[src/rtl/uart_pkg.sv]
// Shared UART definitions: receiver state encoding and default frame geometry.
package uart_pkg;

    localparam int UART_OVERSAMPLE = 16;
    localparam int UART_DATA_BITS  = 8;

    typedef enum logic [2:0] {
        IDLE,
        START,
        DATA,
        STOP,
        WAIT_IDLE
    } rx_state_t;

endpackage

[src/rtl/rx_sync.sv]
// Two-flop synchronizer for an asynchronous level input, with a selectable
// reset value so idle-high and idle-low lines both come out of reset quiet.
module rx_sync import uart_pkg::*; #(
    parameter logic RST_VAL = 1'b1
) (
    input  logic clk,
    input  logic rst,
    input  logic d,
    output logic q
);

    logic meta;

    // Double-register the asynchronous input.
    always_ff @(posedge clk) begin
        if (rst) begin
            meta <= RST_VAL;
            q    <= RST_VAL;
        end else begin
            meta <= d;
            q    <= meta;
        end
    end

endmodule

[src/rtl/uart_rx.sv]
// 8N1 UART receiver: oversampled start detection, single mid-bit sample per
// bit, one-cycle valid / frame_err pulses.
//
// state     | meaning
// ----------+-----------------------------------------------------------
// IDLE      | line idle, waiting for a low level on rx_s
// START     | counting to mid start bit to confirm it is still low
// DATA      | sampling data bits at mid-bit, LSB first
// STOP      | sampling the stop bit; high commits the byte
// WAIT_IDLE | stop bit was low; wait for the line to return high
module uart_rx import uart_pkg::*; #(
    parameter int OVERSAMPLE = UART_OVERSAMPLE,
    parameter int DATA_BITS  = UART_DATA_BITS
) (
    input  logic                 clk,
    input  logic                 rst,
    input  logic                 rx,
    input  logic                 tick,
    output logic [DATA_BITS-1:0] data_out,
    output logic                 valid,
    output logic                 frame_err,
    output logic                 busy
);

    localparam int OS_W = $clog2(OVERSAMPLE);
    localparam int BI_W = $clog2(DATA_BITS);
    localparam logic [OS_W-1:0] OS_MID   = OS_W'(OVERSAMPLE / 2 - 1);
    localparam logic [OS_W-1:0] OS_LAST  = OS_W'(OVERSAMPLE - 1);
    localparam logic [BI_W-1:0] BIT_LAST = BI_W'(DATA_BITS - 1);

    rx_state_t            state, state_n;
    logic [OS_W-1:0]      os_cnt, os_cnt_n;
    logic [BI_W-1:0]      bit_idx, bit_idx_n;
    logic [DATA_BITS-1:0] shift, shift_n;
    logic [DATA_BITS-1:0] data_n;
    logic                 valid_n, frame_err_n;
    logic                 rx_s;

    rx_sync #(.RST_VAL(1'b1)) u_sync (
        .clk (clk),
        .rst (rst),
        .d   (rx),
        .q   (rx_s)
    );

    assign busy = (state != IDLE);

    // State, counters, shift register and output registers.
    always_ff @(posedge clk) begin
        if (rst) begin
            state     <= IDLE;
            os_cnt    <= '0;
            bit_idx   <= '0;
            shift     <= '0;
            data_out  <= '0;
            valid     <= 1'b0;
            frame_err <= 1'b0;
        end else begin
            state     <= state_n;
            os_cnt    <= os_cnt_n;
            bit_idx   <= bit_idx_n;
            shift     <= shift_n;
            data_out  <= data_n;
            valid     <= valid_n;
            frame_err <= frame_err_n;
        end
    end

    // Next-state and datapath decisions; ticks only matter mid-frame.
    always_comb begin
        state_n     = state;
        os_cnt_n    = os_cnt;
        bit_idx_n   = bit_idx;
        shift_n     = shift;
        data_n      = data_out;
        valid_n     = 1'b0;
        frame_err_n = 1'b0;
        case (state)
            IDLE: begin
                if (!rx_s) begin
                    state_n  = START;
                    os_cnt_n = '0;
                end
            end
            START: begin
                if (tick) begin
                    if (os_cnt == OS_MID) begin
                        if (!rx_s) begin
                            state_n   = DATA;
                            os_cnt_n  = '0;
                            bit_idx_n = '0;
                        end else begin
                            state_n = IDLE;
                        end
                    end else begin
                        os_cnt_n = os_cnt + OS_W'(1);
                    end
                end
            end
            DATA: begin
                if (tick) begin
                    if (os_cnt == OS_LAST) begin
                        shift_n  = {rx_s, shift[DATA_BITS-1:1]};
                        os_cnt_n = '0;
                        if (bit_idx == BIT_LAST) begin
                            state_n = STOP;
                        end else begin
                            bit_idx_n = bit_idx + BI_W'(1);
                        end
                    end else begin
                        os_cnt_n = os_cnt + OS_W'(1);
                    end
                end
            end
            STOP: begin
                if (tick) begin
                    if (os_cnt == OS_LAST) begin
                        os_cnt_n = '0;
                        if (rx_s) begin
                            data_n  = shift;
                            valid_n = 1'b1;
                            state_n = IDLE;
                        end else begin
                            frame_err_n = 1'b1;
                            state_n     = WAIT_IDLE;
                        end
                    end else begin
                        os_cnt_n = os_cnt + OS_W'(1);
                    end
                end
            end
            WAIT_IDLE: begin
                if (rx_s) begin
                    state_n = IDLE;
                end
            end
            default: begin
                state_n = IDLE;
            end
        endcase
    end

endmodule

[config.mk]
export PLATFORM = sky130hd
export DESIGN_NAME = uart_rx
export DESIGN_NICKNAME = d
export VERILOG_FILES = /design/src/rtl/uart_pkg.sv /design/src/rtl/rx_sync.sv /design/src/rtl/uart_rx.sv
export SDC_FILE = /design/constraint.sdc
export NUM_CORES = 1
export LEC_CHECK = 0
export ABC_AREA = 1
export CORE_UTILIZATION = 59
export CTS_CLUSTER_SIZE = 10
export DETAILED_ROUTE_END_ITERATION = 10
export PLACE_DENSITY_LB_ADDON = 0.15
export SLEW_MARGIN = 25
export SYNTH_ARGS = -nofsm -noshare
export SYNTH_HDL_FRONTEND = slang
export SYNTH_HIERARCHICAL = 1
export SYNTH_SLANG_ARGS = --single-unit
[constraint.sdc]
create_clock -name clk -period 2.5 [get_ports clk]
set_input_delay 0.5 -clock clk [delete_from_list [all_inputs] [get_ports clk]]
set_output_delay 0.5 -clock clk [all_outputs]
set_load 0.005 [all_outputs]
==> flow_metrics.tcl <==
set metrics [dict create \
    status "finished, final reports clean" \
    routed_wl_um 2920 \
    yosysTopAreaCell "dfxtp_1" \
    place_hpwl_um 2060 \
    synth_area_leaders "dfxtp_1 42%, nor2_1 13%, nand2_1 9.3%" \
    nets 231 \
    power_density_nw_per_um2 960 \
    leakage_nw 0.762 \
    synth.distinct_cells 21 \
    cts_setup_buffers 0 \
    drive_above_1_share_pct 10.7 \
    grt_pass1_wl_um 4950 \
    layout_commonest_cell "nor2_1" \
    post_drt_via_cell_ratio 5.13 \
    ant_nets 0 \
    cp.arrival_ns 1.57 \
    ys_seq_elements 30 \
    power_switching_mw 0.667 \
    p_sw_share_pct 42.3 \
    die_w_um 51.1 \
    die-area_sq_um 2610 \
    cts_num_sinks 30 \
    htree_num_levels 2 \
    internal_power_mw 0.908 \
    finClkSkew_ns 0.0141 \
    grt_pass1_vias 1177 \
    syn_avg_cell_area_sq_um 6.86 \
    clk_latency_ns 0.34 \
    cts_buffer_depth 2 \
    instances_no_fill 253 \
    cts-root-buf "clkbuf_4" \
    setup_viol 0 \
    drc 0 \
    numCtsBuffers 5 \
    slew_headroom_pct 62.5 \
    endpoint_kind "primary output" \
    post-route-min-period_ns 2.07 \
    p_comb_share_pct 41.4 \
    grt_antenna_before_repair 0 \
    seqPwrFrac_pct 38.7 \
    cts_resized 0 \
    cts_tree "done" \
    finalCritPeriodShare_pct 82.8 \
    hold_depth 2 \
    critical_path_class "reg2out" \
    core-area_sq_um 2230 \
    grt_usage_pct 26.5 \
    yosys.area.top_type_share_pct 42.3 \
    synthCells 207 \
    start_kind "register" \
    max-cap-violations 0 \
    hold_class "reg2reg" \
    drt-wirelength-per-cell_um 11.5 \
    ir_drop_v 0.000879 \
    yosys_warnings 6 \
    grt-ovfl-total 0 \
    initial_utilization_pct 63.6 \
    rows 17 \
    antenna_cells 0 \
    grt_max_degree 24 \
    hold_viol 0 \
    drt_first_pass_iters 4 \
    ios 15 \
    final_cell_mix "50 x nor2_1, 35 x nand2_1, 30 x dfxtp_1, 23 x inv_1, 19 x o21ai_0" \
    reg2reg_depth 8 \
    drt_iter0_markers 36 \
    die_y_um 51.1 \
    maxSlewViolCount 0 \
    synth-seq-area-share_pct 42.3 \
    cts.clk_slew.worst_paths_ns 0.11 \
    clkPwrFrac_pct 19.9 \
    io_buffers 14 \
    finalWeightedCongestion 0.879 \
    rsz0062_at_grt "no" \
    syn_nets 214 \
    tightest_slew_ns 0.562 \
    fmaxAchievable_mhz 483 \
    worst-path-max-fanout 8 \
    finalSetupTns_ns 0 \
    crit_required_ns 2.00 \
    synthToLayoutAreaGrowth_pct 15.5 \
    cts_hold_buf 0 \
    netlist_area_sq_um 1420 \
    vias 1299 \
    dp_cells 245 \
]
==> critical path, stage by stage, from the launching register on <==
cell and delay, ns:
dfxtp_1 0.54, nor2_2 0.12, nand2_1 0.08, clkdlybuf4s50_1 0.49
==> cells by family after synthesis <==
| logic type | Yosys count | synth area share, % |
|---|---|---|
| simple gates | 112 | 34.8 |
| compound gates | 32 | 12.1 |
| fa+ha+maj | 3 | 2.64 |
| buf+inv | 30 | 8.19 |
| flops | 30 | 42.3 |
==> per-stage QoR <==
step	power [mW]	area [sq um]	util, %	worst slack, ns	hold slack [ns]
finish	1.57	1640	73.4	0.430	0.428
detailed placement	1.26	1580	70.6	0.574	0.400
CTS	1.58	1640	73.4	0.425	0.426
global route	1.70	1640	73.4	0.366	0.446
global placement	1.24	1580	70.6	0.619	0.383
floorplan	1.12	1420	-	1.09	0.380
==> cells in the mapped netlist <==
cell type  instances
buf_2              3
nor3_1             1
nand3_2            2
nor2_1            50
a31oi_1            1
o21ai_2            2
nor2_4             3
nand2_1           35
o21ai_0           19
inv_2              3
nand3b_1           1
dfxtp_1           30
nand4_1            1
o21bai_1           1
a21oi_1            9
clkbuf_1           1
nor2_2             3
nand3_1           13
nand2_2            3
inv_1             23
ha_1               3
==> path summary, 6_finish.rpt <==
path / slack (ns) / startpoint / end
min reg2reg: 0.43 / u_sync/meta / u_sync/q
min: 0.43 / u_sync/meta / u_sync/q
max reg2reg: 0.81 / os_cnt[1] / shift[0]
max: 0.43 / state[1] / busy
==> flip-flops by register name, summed over array words and instances (netlist names) <==
name and flops:
data_out 8, shift 8, os_cnt 4, bit_idx 3, state 3, frame_err 1, u_sync/meta 1, u_sync/q 1
valid 1
==> routing by layer <==
layer  track usage, %  share of wire (%)  vias up
li1                 -                  -      691
met1             32.7                 48      562
met2             41.2                 46       39
met3             7.14                5.0        7
met4             15.3                1.6        0
met5                0                  0        -
==> power by group through the flow <==
stage                     sequential, mW  clock (mW)  combinational [mW]
after floorplan                    0.584           0               0.536
after global placement             0.615           0               0.623
final                              0.610       0.314               0.651
after detailed placement           0.618           0               0.644
after global routing               0.614       0.339               0.744
after CTS                          0.607       0.323               0.647
==> final cells by class <==
class / count / area, sq um
Timing Repair Buffer: 14 / 140
Multi-Input combinational cell: 147 / 703
Clock buffer: 6 / 51.3
Sequential cell: 30 / 601
Clock inverter: 2 / 12.5
Fill cell: 193 / 593
Inverter: 26 / 97.6
Tap cell: 28 / 35.0
No activity file was read; power rests on OpenSTA's default activity.
